--- config.mk ---
export PLATFORM = sky130hd
export DESIGN_NAME = pipeline_stall_ctrl
export DESIGN_NICKNAME = d
export VERILOG_FILES = /design/src/rtl/cpu_pkg.sv /design/src/rtl/mul_busy_counter.sv /design/src/rtl/pipeline_stall_ctrl.sv
export SDC_FILE = /design/constraint.sdc
export NUM_CORES = 1
export LEC_CHECK = 0
export ABC_AREA = 1
export CAP_MARGIN = 20
export CORE_AREA = 2 2 39 41
export DETAILED_ROUTE_END_ITERATION = 7
export DIE_AREA = 0 0 41 43
export PLACE_DENSITY = 0.73
export SYNTH_ARGS = -nofsm -noshare
export SYNTH_HDL_FRONTEND = slang
export SYNTH_SLANG_ARGS = --single-unit
export TNS_END_PERCENT = 10
--- constraint.sdc ---
create_clock -name vclk -period 1.44
set_input_delay 0.432 -clock vclk [all_inputs]
set_output_delay 0.432 -clock vclk [all_outputs]
set_load 0.01 [all_outputs]
--- src/rtl/cpu_pkg.sv ---
`default_nettype none
// ============================================================================
//  Module   : cpu_pkg
//  Purpose  : Shared opcode/funct constants and the hazard-controller state
//             encoding for the 5-stage pipelined CPU.
//  Revision : 1.0  initial release
// ============================================================================
package cpu_pkg;

  localparam logic [5:0] OP_RTYPE = 6'h00;
  localparam logic [5:0] FN_MULT  = 6'h18;
  localparam logic [5:0] FN_MULTU = 6'h19;
  localparam logic [5:0] FN_MFHI  = 6'h10;
  localparam logic [5:0] FN_MFLO  = 6'h12;

  // Width of the multiply busy counter; holds latencies up to 7.
  localparam int MCNT_W = 3;

  typedef enum logic [1:0] {
    RUN      = 2'd0,
    LOADING  = 2'd1,
    MUL_WAIT = 2'd2
  } stall_state_t;

endpackage
`default_nettype wire

--- src/rtl/mul_busy_counter.sv ---
`default_nettype none
// ============================================================================
//  Module   : mul_busy_counter
//  Purpose  : Tracks how many more cycles Hi/Lo are owned by an in-flight
//             multiply. Loads MUL_LATENCY on issue, counts down to zero and
//             holds there (never wraps).
//  Ports    : clk   - clock, rising edge
//             rst   - asynchronous, active-high clear
//             clear - synchronous clear (instruction-load mode)
//             load  - multiply issues this cycle
//             mcnt  - current count
//             busy  - count is nonzero
//  Revision : 1.0  initial release
// ============================================================================
module mul_busy_counter
  import cpu_pkg::*;
#(
  parameter int MUL_LATENCY = 4
) (
  input  logic              clk,
  input  logic              rst,
  input  logic              clear,
  input  logic              load,
  output logic [MCNT_W-1:0] mcnt,
  output logic              busy
);

  logic [MCNT_W-1:0] mcnt_d;
  logic [MCNT_W-1:0] mcnt_q;

  // clear wins over load: a load request can only arrive on a non-stalled
  // cycle, and instruction-load mode always stalls, so they never coincide.
  always_comb begin
    mcnt_d = mcnt_q;
    if (clear) begin
      mcnt_d = '0;
    end else if (load) begin
      mcnt_d = MCNT_W'(MUL_LATENCY);
    end else if (mcnt_q != '0) begin
      mcnt_d = mcnt_q - 1'b1;
    end
  end

  always_ff @(posedge clk or posedge rst) begin
    if (rst) begin
      mcnt_q <= '0;
    end else begin
      mcnt_q <= mcnt_d;
    end
  end

  assign mcnt = mcnt_q;
  assign busy = (mcnt_q != '0);

endmodule
`default_nettype wire

--- src/rtl/pipeline_stall_ctrl.sv ---
`default_nettype none
// ============================================================================
//  Module   : pipeline_stall_ctrl
//  Purpose  : ID-stage hazard/stall controller. Stalls the front end for
//             instruction-load mode, load-use hazards and Hi/Lo multiply
//             interlocks, and flushes IF/ID on taken branches that advance.
//  Config   : MUL_INTERLOCK_EN - when defined, the multiply busy counter,
//             MUL_WAIT state and Hi/Lo interlock are built; otherwise the
//             multiply is treated as single-cycle and MulBusy is tied low.
//  Ports    : clk, Reset (async, active-high)
//             LoadInstructions, IFID_OpCode/Funct/Rs/Rt  - ID-stage inputs
//             IDEX_MemRead, IDEX_Rt                       - EX-stage load info
//             BranchTaken                                 - ID branch resolved
//             PCWrite, IFID_Enable, HazardMuxSelect,
//             IF_Flush, MulBusy                           - control outputs
//  Revision : 1.0  initial release
// ============================================================================
module pipeline_stall_ctrl
  import cpu_pkg::*;
#(
  parameter int MUL_LATENCY = 4
) (
  input  logic       clk,
  input  logic       Reset,
  input  logic       LoadInstructions,
  input  logic [5:0] IFID_OpCode,
  input  logic [5:0] IFID_Funct,
  input  logic [4:0] IFID_Rs,
  input  logic [4:0] IFID_Rt,
  input  logic       IDEX_MemRead,
  input  logic [4:0] IDEX_Rt,
  input  logic       BranchTaken,
  output logic       PCWrite,
  output logic       IFID_Enable,
  output logic       HazardMuxSelect,
  output logic       IF_Flush,
  output logic       MulBusy
);

  stall_state_t      state_d;
  stall_state_t      state_q;
  logic              ld_use;
  logic              is_mul;
  logic              is_mfhilo;
  logic              mul_hz;
  logic              mul_issue;
  logic              mul_busy;
  logic              stall;
  logic [MCNT_W-1:0] mcnt;

  // Register 0 is hardwired, so a load targeting it never creates a hazard.
  assign ld_use = IDEX_MemRead && (IDEX_Rt != 5'd0) &&
                  ((IDEX_Rt == IFID_Rs) || (IDEX_Rt == IFID_Rt));

  assign is_mul    = (IFID_OpCode == OP_RTYPE) &&
                     ((IFID_Funct == FN_MULT) || (IFID_Funct == FN_MULTU));
  assign is_mfhilo = (IFID_OpCode == OP_RTYPE) &&
                     ((IFID_Funct == FN_MFHI) || (IFID_Funct == FN_MFLO));

`ifdef MUL_INTERLOCK_EN
  mul_busy_counter #(
    .MUL_LATENCY (MUL_LATENCY)
  ) u_mul_busy_counter (
    .clk   (clk),
    .rst   (Reset),
    .clear (LoadInstructions),
    .load  (mul_issue),
    .mcnt  (mcnt),
    .busy  (mul_busy)
  );

  // Both a following multiply and a Hi/Lo read must wait for the result.
  assign mul_hz    = mul_busy && (is_mul || is_mfhilo);
  assign mul_issue = is_mul && !stall;
`else
  logic unused_mul_inputs;

  assign mcnt              = '0;
  assign mul_busy          = 1'b0;
  assign mul_hz            = 1'b0;
  assign mul_issue         = 1'b0;
  assign unused_mul_inputs = ^{is_mul, is_mfhilo, MCNT_W'(MUL_LATENCY)};
`endif

  assign stall = LoadInstructions || ld_use || mul_hz;

  assign PCWrite         = !stall;
  assign IFID_Enable     = !stall;
  assign HazardMuxSelect = stall;
  // A branch stuck behind a stall flushes only when it actually advances.
  assign IF_Flush        = BranchTaken && !stall;
  assign MulBusy         = mul_busy;

  // MUL_WAIT mirrors "counter nonzero after this edge": stay while the count
  // is above one, since it decrements on the same edge.
  always_comb begin
    state_d = state_q;
    if (LoadInstructions) begin
      state_d = LOADING;
    end else if (mul_issue) begin
      state_d = MUL_WAIT;
    end else if ((state_q == MUL_WAIT) && (mcnt > MCNT_W'(1))) begin
      state_d = MUL_WAIT;
    end else begin
      state_d = RUN;
    end
  end

  always_ff @(posedge clk or posedge Reset) begin
    if (Reset) begin
      state_q <= RUN;
    end else begin
      state_q <= state_d;
    end
  end

endmodule
`default_nettype wire

* After elaboration in Yosys (flattened, before gate mapping)
Index checks and enable logic that the tools add are counted.
** Storage, ports and cells
- Register bits after elaboration :: 0
- Latch bits :: 0
- RAM bits :: 0
- ROM bits :: 0
- Bits of input ports :: 32
- Output and inout bits :: 5
- Memories kept :: 0
** Operators by class
- Add/subtract/negate cells :: 0
- $mul :: 0
- Div/mod/pow operators :: 0
- Magnitude comparators :: 0
- Equality and inequality tests :: 2
- Shift-type cells :: 0
- Muxes and demuxes :: 0
- Bitwise gates (word level) :: 0
- Reductions and logical operators :: 7
** Operators by type and width (count)
- equality test 5 bit :: 2
- nonzero test 5 bit :: 1
- logical AND 1 bit :: 3
- logical OR 1 bit :: 2
- zero test 1 bit :: 1

* Logic depth before layout (Yosys ltp)
Gate-level depths: netlist of the first run.
- Depth in word-level cells :: 6
- Mapped depth :: 10

* Worst setup path after synthesis of the first run
Ideal clock, no wire load.
- Kind :: input -> output
- Start :: input port IDEX_Rt[2]
- End :: output port PCWrite
- Arrival :: 1.141 ns
- Data required time :: 1.008 ns
- Path slack :: -0.133 ns
- Stages :: 10
- Path buffers :: 1
- Path through :: inv_1 -> nand2_1 -> nand2_1 -> nor2_1 -> nand3_1 -> nand2_1 -> nand2_1 -> nand2_2 -> inv_1 -> buf_4
** On the way
- Longest elaborated chain between the ends :: 5
** Ends and longest elaborated chain
- start, declared :: RTL line pipeline_stall_ctrl.sv:31 : input logic [4:0] IDEX_Rt,
- equality test 5 bit / nonzero test 5 bit (equally long branches) :: RTL line pipeline_stall_ctrl.sv:53, pipeline_stall_ctrl.sv:52
- logical OR 1 bit / logical AND 1 bit (equally long branches) :: RTL line pipeline_stall_ctrl.sv:53, pipeline_stall_ctrl.sv:52
- logical AND 1 bit * :: RTL line pipeline_stall_ctrl.sv:52 : assign ld_use = IDEX_MemRead && (IDEX_Rt != 5'd0) &&
- logical OR 1 bit * :: RTL line pipeline_stall_ctrl.sv:85 : assign stall = LoadInstructions || ld_use || mul_hz;
- named net HazardMuxSelect :: RTL line pipeline_stall_ctrl.sv:35 : output logic HazardMuxSelect,
- zero test 1 bit *
- end, declared :: RTL line pipeline_stall_ctrl.sv:33 : output logic PCWrite,
The timed path passes the listed nets; every way through them passes the cells marked *.

* Final worst setup path of the first run
- Start :: input port IDEX_Rt[0]
- End :: output port IF_Flush
** On the way
- Longest elaborated chain between the ends :: 6
** Ends and longest elaborated chain
- equality test 5 bit / nonzero test 5 bit (equally long branches) :: RTL line pipeline_stall_ctrl.sv:53, pipeline_stall_ctrl.sv:52
- logical OR 1 bit / logical AND 1 bit (equally long branches) :: RTL line pipeline_stall_ctrl.sv:53, pipeline_stall_ctrl.sv:52
- logical AND 1 bit * :: RTL line pipeline_stall_ctrl.sv:52
- logical OR 1 bit * :: RTL line pipeline_stall_ctrl.sv:85
- zero test 1 bit * :: RTL line pipeline_stall_ctrl.sv:91 : assign IF_Flush = BranchTaken && !stall;
- logical AND 1 bit * :: RTL line pipeline_stall_ctrl.sv:91
- end, declared :: RTL line pipeline_stall_ctrl.sv:36 : output logic IF_Flush,
Mark *: on every way between the ends. The rest lies on a longest branch, timed or not.

==> results.py, run 1 <==
metrics = {
    "min_path": {
        "hp-class": "input pin to output port",
        "min_to": "HazardMuxSelect",
        "min_from": "IDEX_Rt[4]",
        "min_path_cells": 6,
    },
    "die": {
        "die_area_mm2": 0.00176,
        "core_area_mm2": 0.00138,
        "start_util": 0.176,
        "die_h_um": 43,
        "io_pins": 37,
        "die_w_um": 41,
        "rows": 14,
    },
    "finish": {
        "drive_gt1_frac": 0.321,
        "seq_area_um2": 0,
        "antennaDiodeCount": 0,
        "clkbuf_count": 0,
        "final_util": 0.326,
        "fillers": 175,
        "stdcell_count": 94,
        "area_growth_pct": 85.1,
        "nets": 112,
        "seq_cells": 0,
    },
    "global_routing": {
        "grt_pass1_vias": 273,
        "antenna_found_initial": 0,
        "grt_usage": 0.0739,
        "grt_max_degree": 5,
        "grt_first_pass_wirelength_um": 993,
        "gr-total-overflow": 0,
    },
    "drt": {
        "drtIter0Drc": 1,
        "drtPass1Iterations": 2,
        "routed_via_density": 3.70,
        "routed_wl_um": 639,
        "drc": 0,
        "wl_per_cell_um": 6.80,
        "detail-route-antenna-nets": 0,
        "vias": 348,
    },
    "timing": {
        "fin_hold_ws_ns": 1.30,
        "hold_violations": 0,
        "fin_crit_ns": 1.64,
        "drv_slew": 0,
        "finalSetupViolations": 4,
        "max_freq_ghz": 0.610,
        "rsz0062_at_grt": "yes",
        "setup_tns_ns": -0.725,
        "setup_ws_ns": -0.199,
        "post-route-period-util": 1.14,
    },
    "logic_synthesis": {
        "synth_compound_area_frac": 0.0205,
        "seq_area_frac_synth": 0,
        "muxShareOfSynthArea": 0,
        "syn_area_um2": 244,
        "syn-num-nets": 90,
        "synth_xor_area_frac": 0.0718,
        "syn_area_per_cell_um2": 4.21,
        "synthAdderAreaFrac": 0,
        "synth_top_family_by_area": "simple AND/OR/NAND/NOR gates",
        "yosysUniqueCellTypes": 10,
        "syn_inst": 58,
        "yosys_warnings": 0,
        "synthSimpleGateAreaFrac": 0.569,
    },
    "flow_run": {
        "cap_violations": 0,
    },
    "pwr": {
        "clockPowerShare": 0,
        "ir_worst_vdd_uv": 83.5,
        "power_density_mw_per_mm2": 260,
        "power_switching_uw": 50.8,
        "swShare": 0.432,
        "seqPwrFrac": 0,
        "comb_power_share": 1.000,
        "p_total_uw": 117,
        "p_int_uw": 66.7,
        "p_leak_uw": 0.000299,
    },
    "place": {
        "gp_congestion": 0.730,
        "dp.cells": 94,
        "dpl.hpwl_um": 575,
        "io_buffers": 22,
    },
    "worst_setup_path": {
        "end_kind": "output port",
        "cp.arrival_ns": 1.21,
        "cp.required_ns": 1.01,
        "start_kind": "input pin",
        "cp_max_fo": 4,
        "critPathKind": "input pin to output port",
    },
    "clocking": {
        "post_cts_buffers": 0,
        "postCtsHoldBufs": 0,
    },
    "run_status": {
        "outcome": "finished with violations",
        "violations": "negative setup slack",
    },
}
## placed cells by master, fill, tap and decap left out
| cell | Yosys | routed |
|---|---|---|
| nand2_1 | 24 | 24 |
| inv_1 | 17 | 12 |
| buf_6 | 0 | 9 |
| buf_2 | 0 | 8 |
| nor2_1 | 7 | 6 |
| inv_2 | 0 | 5 |
| xnor2_1 | 2 | 2 |
| nand3_1 | 2 | 2 |
| clkdlybuf4s50_1 | 0 | 2 |
| nor2_4 | 0 | 1 |
| nand4_1 | 1 | 1 |
| o21ai_1 | 0 | 1 |
| nand2_2 | 1 | 1 |
| conb_1 | 1 | 1 |
| clkdlybuf4s15_1 | 0 | 1 |
| dlygate4sd2_1 | 0 | 1 |
| buf_8 | 0 | 1 |
## synthesized netlist by cell type (all sizes together)
| master | number | area share |
|---|---|---|
| buf | 2 | 0.062 |
| conb | 1 | 0.015 |
| xnor2 | 2 | 0.072 |
| nor2 | 7 | 0.11 |
| nand2 | 25 | 0.39 |
| o21ai | 1 | 0.020 |
| inv | 17 | 0.26 |
| nand4 | 1 | 0.026 |
| nand3 | 2 | 0.041 |
## power groups by stage
stage                     clock network [uW]  registers (uW)  logic [uW]
after floorplan                            0               0        54.8
after global placement                     0               0         124
after detailed placement                   0               0         126
after CTS                                  0               0         117
after global routing                       0               0         131
final                                      0               0         117
## worst max-delay path by stage
stage / slack, ns / from / endpoint / cells after the start
after detailed placement: -1.10 / IDEX_Rt[0] / IF_Flush / 11
after global routing: -0.33 / IDEX_Rt[0] / IF_Flush / 9
after CTS: -0.24 / IDEX_Rt[0] / IF_Flush / 9
after floorplan: -0.08 / IDEX_Rt[0] / PCWrite / 9
final: -0.20 / IDEX_Rt[0] / IF_Flush / 11
after global placement: -1.08 / IDEX_Rt[0] / HazardMuxSelect / 10
## logic make-up (layout without fill, tap and decap cells)
kind of cell           after synthesis  count (layout)
AND/OR/NAND/NOR                     35              35
AO/OA/AOI/OAI                        1               1
buffers and inverters               19              39
other                                1               1
XOR/XNOR                             2               2
## metrics by stage
step	worst slack [ns]	area, um2
after floorplan	-0.0848	255
after global placement	-1.08	477
after detailed placement	-1.10	477
after CTS	-0.239	442
after global routing	-0.329	452
final	-0.199	452
## layer usage
layer	share of wire	GRT usage	wire length (um)	vias up
met1	0.41	0.0949	263	141
met5	0	0	0	-
met3	0.056	0.00524	36	0
met2	0.53	0.134	339	9
li1	-	-	-	198
met4	0	0	0	0
## worst max-delay path, stage by stage
cell and delay (ns):
buf_8 0.10, nand2_1 0.05, inv_1 0.03, nor2_1 0.07
nor2_1 0.05, nand3_1 0.07, nand2_1 0.05, nand2_1 0.07
nand2_2 0.06, nor2_1 0.08, buf_2 0.14
## final cells by class
cell class                 count  area (um2)  area share
timing repair buffer          22         195       0.432
inverter                      17        63.8       0.141
tap                           16        20.0      0.0443
multi-input combinational     39         173       0.382
## timing repair
item                                   in CTS  in global routing
pin swaps                                  22                  4
setup endpoints to repair                   4                  4
resized for setup                          88                  2
gates cloned                                0                  0
endpoints found under the hold margin       0                  0
Power figures use the tool's default switching activity.
==> run 2, diff against run 1 <==
--- a/config.mk
+++ b/config.mk
@@ -6,11 +6,10 @@
 export NUM_CORES = 1
 export LEC_CHECK = 0
 export ABC_AREA = 1
-export CAP_MARGIN = 20
 export CORE_AREA = 2 2 39 41
 export DETAILED_ROUTE_END_ITERATION = 7
 export DIE_AREA = 0 0 41 43
-export PLACE_DENSITY = 0.73
+export PLACE_DENSITY = 0.71
 export SYNTH_ARGS = -nofsm -noshare
 export SYNTH_HDL_FRONTEND = slang
 export SYNTH_SLANG_ARGS = --single-unit
==> constraint.sdc (replaced) <==
create_clock -name vclk -period 2.05
set_input_delay 0.615 -clock vclk [all_inputs]
set_output_delay 0.615 -clock vclk [all_outputs]
set_load 0.01 [all_outputs]
==> run 2 against run 1 <==
Effect of this change: the flow now finishes without violations; utilization rose by 0.27 points; sequential cell count did not move; worst hold slack gained 0.40 ns; critical path depth down 3; cell area up 0.83%; clock-buffer cell count unchanged; setup slack better by 0.24 ns; largest cell class unchanged.
==> results.py, run 2 (synthesized netlist as in run 1, its figures left out) <==
metrics = {
    "run_status": {
        "outcome": "finished, final reports clean",
    },
    "worst_setup_path": {
        "cp_slowest_cell": "clkdlybuf4s15_1",
        "critPathKind": "input pin to output port",
        "cp.required_ns": 1.43,
        "end_kind": "output port",
        "critPathMaxStageDelay_ns": 0.17,
        "critPathBufInv": 2,
        "cp.arrival_ns": 1.39,
        "crit_top_cell": "nand2_1",
        "cp_max_fo": 3,
        "critPathTopFamily": "simple AND/OR/NAND/NOR gates",
        "start_kind": "input pin",
        "crit_chain": "clkdlybuf4s15_1 > xnor2_1 > nand3_1 > nand2_1 > nand2_1 > nand2_2 > nor2_1 > buf_2",
    },
    "finish": {
        "final_util": 0.329,
        "clkbuf_count": 0,
        "seq_area_um2": 0,
        "seq_cells": 0,
        "drive_gt1_frac": 0.346,
        "fillers": 165,
        "area_growth_pct": 86.7,
        "nets": 112,
        "antennaDiodeCount": 0,
        "stdcell_count": 94,
        "multi_input_area_um2": 173,
        "mostFrequentLayoutCells": "21 x nand2_1, 11 x inv_1, 8 x buf_6",
        "final_common_cell": "nand2_1",
    },
    "timing": {
        "post-route-period-util": 0.979,
        "setup_tns_ns": 0,
        "rsz0062_at_grt": "yes",
        "drv_slew": 0,
        "finalSetupViolations": 0,
        "hold_violations": 0,
        "setup_ws_ns": 0.0424,
        "fin_crit_ns": 2.01,
        "max_freq_ghz": 0.498,
    },
    "place": {
        "io_buffers": 22,
        "dpl.hpwl_um": 566,
        "dp.cells": 94,
        "gp_congestion": 0.721,
        "dp_slack_ns": -0.786,
    },
    "global_routing": {
        "busiest_layer": "met2",
        "antenna_found_initial": 0,
        "gr-total-overflow": 0,
        "groute.layer.met3.usage": 0.00524,
        "grt_use_met2": 0.128,
        "grt_pass1_vias": 269,
        "grt_max_degree": 5,
        "grt_first_pass_wirelength_mm": 1.08,
        "grt_util_met1": 0.120,
        "grt_usage": 0.0799,
    },
    "clocking": {
        "post_cts_buffers": 0,
    },
    "drt": {
        "wl_per_cell_um": 6.52,
        "drc": 0,
        "drtPass1Iterations": 3,
        "drtIter0Drc": 2,
        "vias": 346,
        "routed_wl_um": 613,
        "detail-route-antenna-nets": 0,
        "routed_via_density": 3.68,
    },
    "pwr": {
        "p_leak_uw": 0.000298,
        "p_total_uw": 82.7,
        "ir_worst_vdd_uv": 51.4,
        "power_density_mw_per_mm2": 182,
    },
    "flow_run": {
        "cap_violations": 0,
    },
    "die": {
        "die_h_um": 43,
        "io_pins": 37,
        "start_util": 0.176,
        "die_area_mm2": 0.00176,
        "die_w_um": 41,
        "core_area_mm2": 0.00138,
        "rows": 14,
    },
    "min_path": {
        "hp-class": "input pin to output port",
    },
}
## run 2: changes by cell type in the layout (fill, tap and decap cells not counted)
cell / before / now
buf_2: 8 / 7
buf_4: 0 / 1
buf_6: 9 / 8
clkdlybuf4s15_1: 1 / 2
inv_1: 12 / 11
inv_4: 0 / 1
nand2_1: 24 / 21
nand2_2: 1 / 4
nor2_1: 6 / 7
nor2_4: 1 / 0
## run 2: timing repair
item,4_1_cts,5_1_grt
pin swaps,25,17
resized for setup,83,12
endpoints found under the setup margin,4,4
gates cloned,0,0
hold buffers,0,0
## run 2: where the power goes
group          switching, uW  leakage (uW)  internal (uW)
sequential                 0             0              0
clock                      0             0              0
combinational           35.8      0.000298           47.0
total                   35.8      0.000298           47.0
## run 2: routing by layer
metal	part of all wire	wire [um]
met5	0	0
met4	0	0
met2	0.53	324
met1	0.39	242
met3	0.077	47
## run 2: tightest hold or removal path: stages
cell and delay (ns):
buf_4 0.10, o21ai_1 0.06, inv_1 0.04, nand2_1 0.06
nand2_2 0.07, buf_2 0.13
## run 2: final cells by class
cell class / count / share of cell area
multi-input combinational: 39 / 0.379
tap: 16 / 0.0440
inverter: 17 / 0.146
timing repair buffer: 22 / 0.431
## run 2: final timing paths
path | from | end | cells after the start
worst min-delay path | IDEX_Rt[4] | HazardMuxSelect | 6
worst max-delay path | IFID_Rs[4] | IF_Flush | 8
## run 2: stage by stage
stage                     hold slack [ns]  instance area [um2]
after global routing                 1.76                  455
after global placement               2.18                  469
final                                1.70                  455
after floorplan                      1.32                  244
after detailed placement             2.18                  469
after CTS                            1.72                  417
==> run 3, diff against run 2 <==
--- a/config.mk
+++ b/config.mk
@@ -6,6 +6,7 @@
 export NUM_CORES = 1
 export LEC_CHECK = 0
 export ABC_AREA = 1
+export CAP_MARGIN = 20
 export CORE_AREA = 2 2 39 41
 export DETAILED_ROUTE_END_ITERATION = 7
 export DIE_AREA = 0 0 41 43
==> results of run 3 <==
Same layout as run 2: the final DEF is identical, and so are final timing and power.
